$ cat config.mk
export PLATFORM = sky130hd
export DESIGN_NAME = multicycle_control
export DESIGN_NICKNAME = d
export VERILOG_FILES = /design/src/rtl/multicycle_control.sv
export SDC_FILE = /design/constraint.sdc
export NUM_CORES = 1
export LEC_CHECK = 0
export CAP_MARGIN = 20
export CORE_MARGIN = 2
export CORE_UTILIZATION = 49
export CTS_BUF_LIST = sky130_fd_sc_hd__clkbuf_4
export DETAILED_ROUTE_END_ITERATION = 8
export HOLD_SLACK_MARGIN = 0.06
export MAX_ROUTING_LAYER = met4
export PLACE_DENSITY_LB_ADDON = 0.08
export SLEW_MARGIN = 20
export SYNTH_ARGS = -nofsm -noshare
export SYNTH_HDL_FRONTEND = slang
export SYNTH_SLANG_ARGS = --single-unit
$ cat constraint.sdc
create_clock -name CLK -period 2.39 [get_ports CLK]
set_input_delay 0.3585 -clock CLK [delete_from_list [all_inputs] [get_ports CLK]]
set_output_delay 0.3585 -clock CLK [all_outputs]
set_load 0.005 [all_outputs]
$ cat src/rtl/multicycle_control.sv
// -----------------------------------------------------------------------------
// multicycle_control
//
// Purpose:
//   Multi-cycle sequencer for the add/sub datapath. Each instruction walks
//   FETCH -> DECODE -> EXECUTE -> WRITEBACK. FETCH waits for instruction
//   memory to report a valid word. The block drives the datapath write
//   strobes, the operand/destination muxes and the ALU operation select.
//   Mux and ALU selects stay stable for the whole of each phase.
//
// Optional feature (compile-time macro OVERFLOW_TRAP_EN):
//   When defined, a signed overflow on an ADD/SUB op suppresses the register
//   write, sets a sticky trap flag and parks the FSM in HALT until Reset.
//   When undefined, alu_overflow is ignored, and neither the trap port nor
//   the HALT state exists.
//
// Parameters:
//   CNT_W        width of the retired-instruction counter (wraps, no saturate)
//
// Ports:
//   CLK          in   1      system clock, rising edge
//   Reset        in   1      synchronous active-high reset
//   imem_ready   in   1      instruction word valid on the IR input this cycle
//   opcode       in   6      IR[31:26], valid from DECODE onward
//   funct        in   6      IR[5:0], valid from DECODE onward
//   alu_overflow in   1      ALU signed-overflow flag, sampled in EXECUTE
//   ir_write     out  1      load IR (1-cycle pulse in FETCH)
//   pc_write     out  1      PC <= PC+4 (1-cycle pulse in WRITEBACK)
//   alu_src_b    out  1      0 = rt, 1 = sign-extended imm16
//   reg_dst      out  1      0 = rd, 1 = rt destination
//   reg_write    out  1      register-file write enable (1-cycle pulse)
//   alu_op       out  4      ALU operation select (NOP/ADD/ADDU/SUB/SUBU)
//   busy         out  1      high in every state except FETCH
//   retired      out  CNT_W  number of completed instructions
//   trap         out  1      sticky overflow trap (OVERFLOW_TRAP_EN only)
//
// ALU operation encodings on alu_op:
//   4'd0 NOP, 4'd1 ADD, 4'd2 ADDU, 4'd3 SUB, 4'd4 SUBU
// -----------------------------------------------------------------------------
module multicycle_control #(
  parameter int CNT_W = 32
) (
  input  logic             CLK,
  input  logic             Reset,
  input  logic             imem_ready,
  input  logic [5:0]       opcode,
  input  logic [5:0]       funct,
  input  logic             alu_overflow,
  output logic             ir_write,
  output logic             pc_write,
  output logic             alu_src_b,
  output logic             reg_dst,
  output logic             reg_write,
  output logic [3:0]       alu_op,
  output logic             busy,
  output logic [CNT_W-1:0] retired
`ifdef OVERFLOW_TRAP_EN
  ,
  output logic             trap
`endif
);

  // ALU operation encodings
  localparam logic [3:0] ALU_NOP  = 4'd0;
  localparam logic [3:0] ALU_ADD  = 4'd1;
  localparam logic [3:0] ALU_ADDU = 4'd2;
  localparam logic [3:0] ALU_SUB  = 4'd3;
  localparam logic [3:0] ALU_SUBU = 4'd4;

  // Instruction fields recognised by the decoder
  localparam logic [5:0] OPC_RTYPE = 6'h00;
  localparam logic [5:0] OPC_ADDI  = 6'h08;
  localparam logic [5:0] OPC_ADDIU = 6'h09;
  localparam logic [5:0] FN_ADD    = 6'h20;
  localparam logic [5:0] FN_ADDU   = 6'h21;
  localparam logic [5:0] FN_SUB    = 6'h22;
  localparam logic [5:0] FN_SUBU   = 6'h23;

  typedef enum logic [2:0] {
    ST_FETCH     = 3'd0,
    ST_DECODE    = 3'd1,
    ST_EXECUTE   = 3'd2,
`ifdef OVERFLOW_TRAP_EN
    ST_WRITEBACK = 3'd3,
    ST_HALT      = 3'd4
`else
    ST_WRITEBACK = 3'd3
`endif
  } state_t;

  // Decoder result: {legal, alu_src_b, reg_dst, alu_op}
  typedef struct packed {
    logic       legal;
    logic       src_b;
    logic       dst;
    logic [3:0] op;
  } dec_t;

  state_t           state_r;
  state_t           next_state_s;
  logic [3:0]       alu_op_r;
  logic [3:0]       alu_op_next_s;
  logic             alu_src_b_r;
  logic             alu_src_b_next_s;
  logic             reg_dst_r;
  logic             reg_dst_next_s;
  logic             legal_r;
  logic             legal_next_s;
  logic             pc_write_r;
  logic             pc_write_next_s;
  logic             reg_write_r;
  logic             reg_write_next_s;
  logic             busy_r;
  logic             busy_next_s;
  logic [CNT_W-1:0] retired_r;
  logic [CNT_W-1:0] retired_next_s;
  dec_t             dec_s;

`ifdef OVERFLOW_TRAP_EN
  logic             ovf_r;
  logic             ovf_next_s;
  logic             trap_r;
  logic             trap_next_s;
  logic             ovf_now_s;
`else
  // Overflow has no effect in this build; keep the port visibly consumed.
  logic             unused_ovf_s;
  assign unused_ovf_s = alu_overflow;
`endif

  // Translate opcode/funct into ALU select, mux settings and legality.
  function automatic dec_t decode_instr(input logic [5:0] op_in, input logic [5:0] fn_in);
    dec_t d;
    d = '{legal: 1'b0, src_b: 1'b0, dst: 1'b0, op: ALU_NOP};
    case (op_in)
      OPC_RTYPE: begin
        case (fn_in)
          FN_ADD:  d = '{legal: 1'b1, src_b: 1'b0, dst: 1'b0, op: ALU_ADD};
          FN_ADDU: d = '{legal: 1'b1, src_b: 1'b0, dst: 1'b0, op: ALU_ADDU};
          FN_SUB:  d = '{legal: 1'b1, src_b: 1'b0, dst: 1'b0, op: ALU_SUB};
          FN_SUBU: d = '{legal: 1'b1, src_b: 1'b0, dst: 1'b0, op: ALU_SUBU};
          default: d = '{legal: 1'b0, src_b: 1'b0, dst: 1'b0, op: ALU_NOP};
        endcase
      end
      OPC_ADDI:  d = '{legal: 1'b1, src_b: 1'b1, dst: 1'b1, op: ALU_ADD};
      OPC_ADDIU: d = '{legal: 1'b1, src_b: 1'b1, dst: 1'b1, op: ALU_ADDU};
      default:   d = '{legal: 1'b0, src_b: 1'b0, dst: 1'b0, op: ALU_NOP};
    endcase
    return d;
  endfunction

  // Combinational instruction decode from the live IR fields.
  always_comb begin
    dec_s = decode_instr(opcode, funct);
  end

`ifdef OVERFLOW_TRAP_EN
  // Only the trapping (signed) ops care about overflow.
  always_comb begin
    ovf_now_s = alu_overflow && ((alu_op_r == ALU_ADD) || (alu_op_r == ALU_SUB));
  end
`endif

  // Next-state and next-output logic for the sequencer.
  always_comb begin
    next_state_s     = state_r;
    alu_op_next_s    = alu_op_r;
    alu_src_b_next_s = alu_src_b_r;
    reg_dst_next_s   = reg_dst_r;
    legal_next_s     = legal_r;
    pc_write_next_s  = 1'b0;
    reg_write_next_s = 1'b0;
    busy_next_s      = busy_r;
    retired_next_s   = retired_r;
`ifdef OVERFLOW_TRAP_EN
    ovf_next_s       = ovf_r;
    trap_next_s      = trap_r;
`endif
    case (state_r)
      ST_FETCH: begin
        if (imem_ready) begin
          next_state_s = ST_DECODE;
          busy_next_s  = 1'b1;
        end else begin
          next_state_s = ST_FETCH;
          busy_next_s  = 1'b0;
        end
      end
      ST_DECODE: begin
        // Decode results are latched here and held through WRITEBACK.
        next_state_s     = ST_EXECUTE;
        alu_op_next_s    = dec_s.op;
        alu_src_b_next_s = dec_s.src_b;
        reg_dst_next_s   = dec_s.dst;
        legal_next_s     = dec_s.legal;
      end
      ST_EXECUTE: begin
        // Strobes are registered, so they are set up one cycle ahead of WRITEBACK.
        next_state_s    = ST_WRITEBACK;
        pc_write_next_s = 1'b1;
`ifdef OVERFLOW_TRAP_EN
        ovf_next_s       = ovf_now_s;
        reg_write_next_s = legal_r && !ovf_now_s;
`else
        reg_write_next_s = legal_r;
`endif
      end
      ST_WRITEBACK: begin
        alu_op_next_s    = ALU_NOP;
        alu_src_b_next_s = 1'b0;
        reg_dst_next_s   = 1'b0;
        legal_next_s     = 1'b0;
`ifdef OVERFLOW_TRAP_EN
        if (ovf_r) begin
          next_state_s = ST_HALT;
          busy_next_s  = 1'b1;
          trap_next_s  = 1'b1;
          ovf_next_s   = 1'b0;
        end else begin
          next_state_s   = ST_FETCH;
          busy_next_s    = 1'b0;
          retired_next_s = retired_r + {{(CNT_W-1){1'b0}}, 1'b1};
        end
`else
        next_state_s   = ST_FETCH;
        busy_next_s    = 1'b0;
        retired_next_s = retired_r + {{(CNT_W-1){1'b0}}, 1'b1};
`endif
      end
`ifdef OVERFLOW_TRAP_EN
      ST_HALT: begin
        // Parked until Reset; everything else is ignored.
        next_state_s = ST_HALT;
        busy_next_s  = 1'b1;
      end
`endif
      default: begin
        // Unreachable encodings recover to an idle FETCH.
        next_state_s     = ST_FETCH;
        alu_op_next_s    = ALU_NOP;
        alu_src_b_next_s = 1'b0;
        reg_dst_next_s   = 1'b0;
        legal_next_s     = 1'b0;
        busy_next_s      = 1'b0;
      end
    endcase
  end

  // State and registered outputs; Reset overrides any in-flight instruction.
  always_ff @(posedge CLK) begin
    if (Reset) begin
      state_r     <= ST_FETCH;
      alu_op_r    <= ALU_NOP;
      alu_src_b_r <= 1'b0;
      reg_dst_r   <= 1'b0;
      legal_r     <= 1'b0;
      pc_write_r  <= 1'b0;
      reg_write_r <= 1'b0;
      busy_r      <= 1'b0;
      retired_r   <= {CNT_W{1'b0}};
`ifdef OVERFLOW_TRAP_EN
      ovf_r       <= 1'b0;
      trap_r      <= 1'b0;
`endif
    end else begin
      state_r     <= next_state_s;
      alu_op_r    <= alu_op_next_s;
      alu_src_b_r <= alu_src_b_next_s;
      reg_dst_r   <= reg_dst_next_s;
      legal_r     <= legal_next_s;
      pc_write_r  <= pc_write_next_s;
      reg_write_r <= reg_write_next_s;
      busy_r      <= busy_next_s;
      retired_r   <= retired_next_s;
`ifdef OVERFLOW_TRAP_EN
      ovf_r       <= ovf_next_s;
      trap_r      <= trap_next_s;
`endif
    end
  end

  // ir_write must coincide with imem_ready, so it is decoded from the state.
  // All write strobes are masked while Reset is high so that no write can
  // escape in the reset cycle itself.
  assign ir_write  = (state_r == ST_FETCH) && imem_ready && !Reset;
  assign pc_write  = pc_write_r && !Reset;
  assign reg_write = reg_write_r && !Reset;
  assign alu_op    = alu_op_r;
  assign alu_src_b = alu_src_b_r;
  assign reg_dst   = reg_dst_r;
  assign busy      = busy_r;
  assign retired   = retired_r;
`ifdef OVERFLOW_TRAP_EN
  assign trap      = trap_r;
`endif

endmodule

==> impl_metrics.env <==
export IMPL_outcome="finished clean"
export IMPL_setup_tns_final_ns=0
export IMPL_grt_usage_pct=20.8
export IMPL_postSynthCellCount=237
export IMPL_post_route_min_period_ns=2.18
export IMPL_drt_total_wl_um=4520
export IMPL_rr_endpoint="retired[29]$_SDFFE_PP0N_"
export IMPL_hold_path_class="flip-flop to flip-flop"
export IMPL_cts_tree="yes"
export IMPL_clkTransAtPathRegs_ns=0.12
export IMPL_whs_ns=0.469
export IMPL_cts_made_buffers=5
export IMPL_cts_root_buf="clkbuf_4"
export IMPL_ys_flop_type="dfxtp_1"
export IMPL_ys_seq_area_share_pct=40.6
export IMPL_hold_viol_final=0
export IMPL_firstDrtPassIters=4
export IMPL_ys_top_cells_by_area="dfxtp_1 (41%), o31ai_1 (5.4%), or4_1 (5.4%)"
export IMPL_port_buffer_count=55
export IMPL_cts_sinks=42
export IMPL_core_mm2=0.00403
export IMPL_setup_viol=0
export IMPL_clk_path_buf_depth=2
export IMPL_fin_skew_ns=0.0115
export IMPL_holdBufCountCts=0
export IMPL_cp_arrival_ns=1.83
export IMPL_cts_max_level=2
export IMPL_finalMaxSlewViolations=0
export IMPL_die_w_um=69.0
export IMPL_rr_worst_depth=5
export IMPL_cp_startpoint="state_r[0]$_SDFF_PP0_"
export IMPL_rsz0062_at_grt="false"
export IMPL_ys_types=37
export IMPL_cp_endpoint="ir_write"
export IMPL_grt_pass1_vias=1629
export IMPL_wire_per_inst_um=13.3
export IMPL_grt_start_max_net_pins=25
export IMPL_avgSynthCellArea_um2=8.73
export IMPL_ioPinCount=58
export IMPL_start_util_pct=51.4
export IMPL_place_gp_congestion=0.803
export IMPL_rrSetupSlack_ns=0.50
export IMPL_yosysWarningCount=0
export IMPL_final_common_cell="clkdlybuf4s50_1"
export IMPL_cts_resized=0
export IMPL_drtAntennaViolNets=0
export IMPL_die_h_um=69.0
export IMPL_syn_nets=258
export IMPL_drc=0
export IMPL_grt_pass1_wl_um=7340
export IMPL_grt_overflow_total=0
export IMPL_r2r_start="state_r[1]$_SDFF_PP0_"
export IMPL_power_density_mw_per_mm2=526
export IMPL_drv_cap=0
export IMPL_worst_ir_drop_vdd_v=0.000335
export IMPL_cts_setup_buffers=0
export IMPL_drt_initial_drc_count=100
export IMPL_cp_max_fo=7
export IMPL_min_path_cells=2
export IMPL_power_leakage_uw=0.000935
export IMPL_fin_nets=309
export IMPL_vias=1915
export IMPL_dp_hpwl_um=3260
export IMPL_critPathLaunchType="flip-flop"
export IMPL_yosysTopAreaCell="dfxtp_1"
export IMPL_yosysTopAreaCellShare_pct=40.6
export IMPL_path_class="flip-flop to output port"
export IMPL_insertion_delay_ns=0.35
export IMPL_ys_ff_latch=42
export IMPL_layout_common_cells="clkdlybuf4s50_1 (55), dfxtp_1 (42), a21oi_1 (22), nor2_1 (18)"
export IMPL_critPathCaptureType="output port"
export IMPL_period_share_pct=91.4
export IMPL_critPathRequiredTime_ns=2.03
export IMPL_async_flop_share_pct=0
export IMPL_synthToLayoutAreaGrowth_pct=32.0
export IMPL_antenna_found_initial=0
export IMPL_fmaxAchievable_mhz=458
export IMPL_dieArea_mm2=0.00476
export IMPL_synth_enable_flop_cells=0
export IMPL_fillers=358
export IMPL_synth_area_mm2=0.00207
export IMPL_via_per_inst=5.65
export IMPL_drive_above_1_share_pct=6.57
export IMPL_rows=23
export IMPL_diodes=0
-- critical path: stages, from the launching register on --
cell and delay, ns:
dfxtp_1 0.35, inv_1 0.10, ha_1 0.28, nand2_1 0.10, nor2_1 0.14, clkdlybuf4s50_1 0.52
-- routing by layer --
layer | vias to the layer above | GRT usage [%] | wire length (um)
met5 | - | - | 0
met4 | 0 | 3.92 | 21
met3 | 2 | 5.03 | 179
met2 | 43 | 32.9 | 2150
met1 | 895 | 27.4 | 2160
li1 | 975 | - | -
-- worst min-delay path by stage --
stage / from / end / slack, ns
after floorplan: legal_r$_SDFFE_PP0N_ / reg_write_r$_SDFF_PP0_ / 0.42
after global placement: legal_r$_SDFFE_PP0N_ / reg_write_r$_SDFF_PP0_ / 0.44
after detailed placement: busy$_SDFFE_PP0N_ / busy$_SDFFE_PP0N_ / 0.46
after CTS: busy$_SDFFE_PP0N_ / busy$_SDFFE_PP0N_ / 0.48
after global routing: busy$_SDFFE_PP0N_ / busy$_SDFFE_PP0N_ / 0.51
final: busy$_SDFFE_PP0N_ / busy$_SDFFE_PP0N_ / 0.47
-- cell families (layout without fill, tap and decap cells) --
kind of cell	count (synthesis)	in the layout	synth area share, %
adder cells (fa/ha/maj)	5	5	3.02
AND/OR/NAND/NOR	103	103	30.2
flip-flops	42	42	40.6
buffers and inverters	22	74	5.44
other	1	1	0.181
AO/OA/AOI/OAI	49	49	14.0
XOR/XNOR	13	13	5.50
multiplexers	2	2	1.03
-- cell type report --
class	count	area, um2	area share [%]
Inverter	6	22.5	0.825
Clock inverter	3	63.8	2.34
Tap cell	50	62.6	2.29
Sequential cell	42	841	30.8
Multi-Input combinational cell	173	1120	40.9
Clock buffer	5	37.5	1.37
Timing Repair Buffer	60	588	21.5
-- stage by stage --
stage / setup slack, ns / total power [uW] / cells / utilization, % / instance area (um2)
detailed placement: 0.276 / 902 / 331 / 65.3 / 2630
finish: 0.205 / 1440 / 339 / 67.8 / 2730
global route: 0.0320 / 1500 / 339 / 67.8 / 2730
CTS: 0.168 / 1460 / 339 / 67.8 / 2730
floorplan: 0.571 / 828 / 237 / - / 2070
global placement: 0.272 / 897 / 331 / 65.3 / 2630
-- report_power, final --
group          internal (uW)  switching, uW
sequential               719           14.1
combinational           79.2           70.8
clock                    322            232
-- Yosys cell counts, types with 6 or more instances --
master	n
nor2_1	18
dfxtp_1	42
or4_1	15
a21oi_1	22
nand2_1	12
nand4_1	12
inv_1	6
o21ai_0	9
nand3_1	12
xor2_1	12
clkbuf_1	7
o31ai_1	15
-- state kept, by name, indices dropped and copies added (netlist names) --
name         count
retired         32
alu_op           3
state_r          2
alu_src_b        1
busy             1
legal_r          1
pc_write_r       1
reg_write_r      1
No activity file was read; power rests on OpenSTA's default activity.
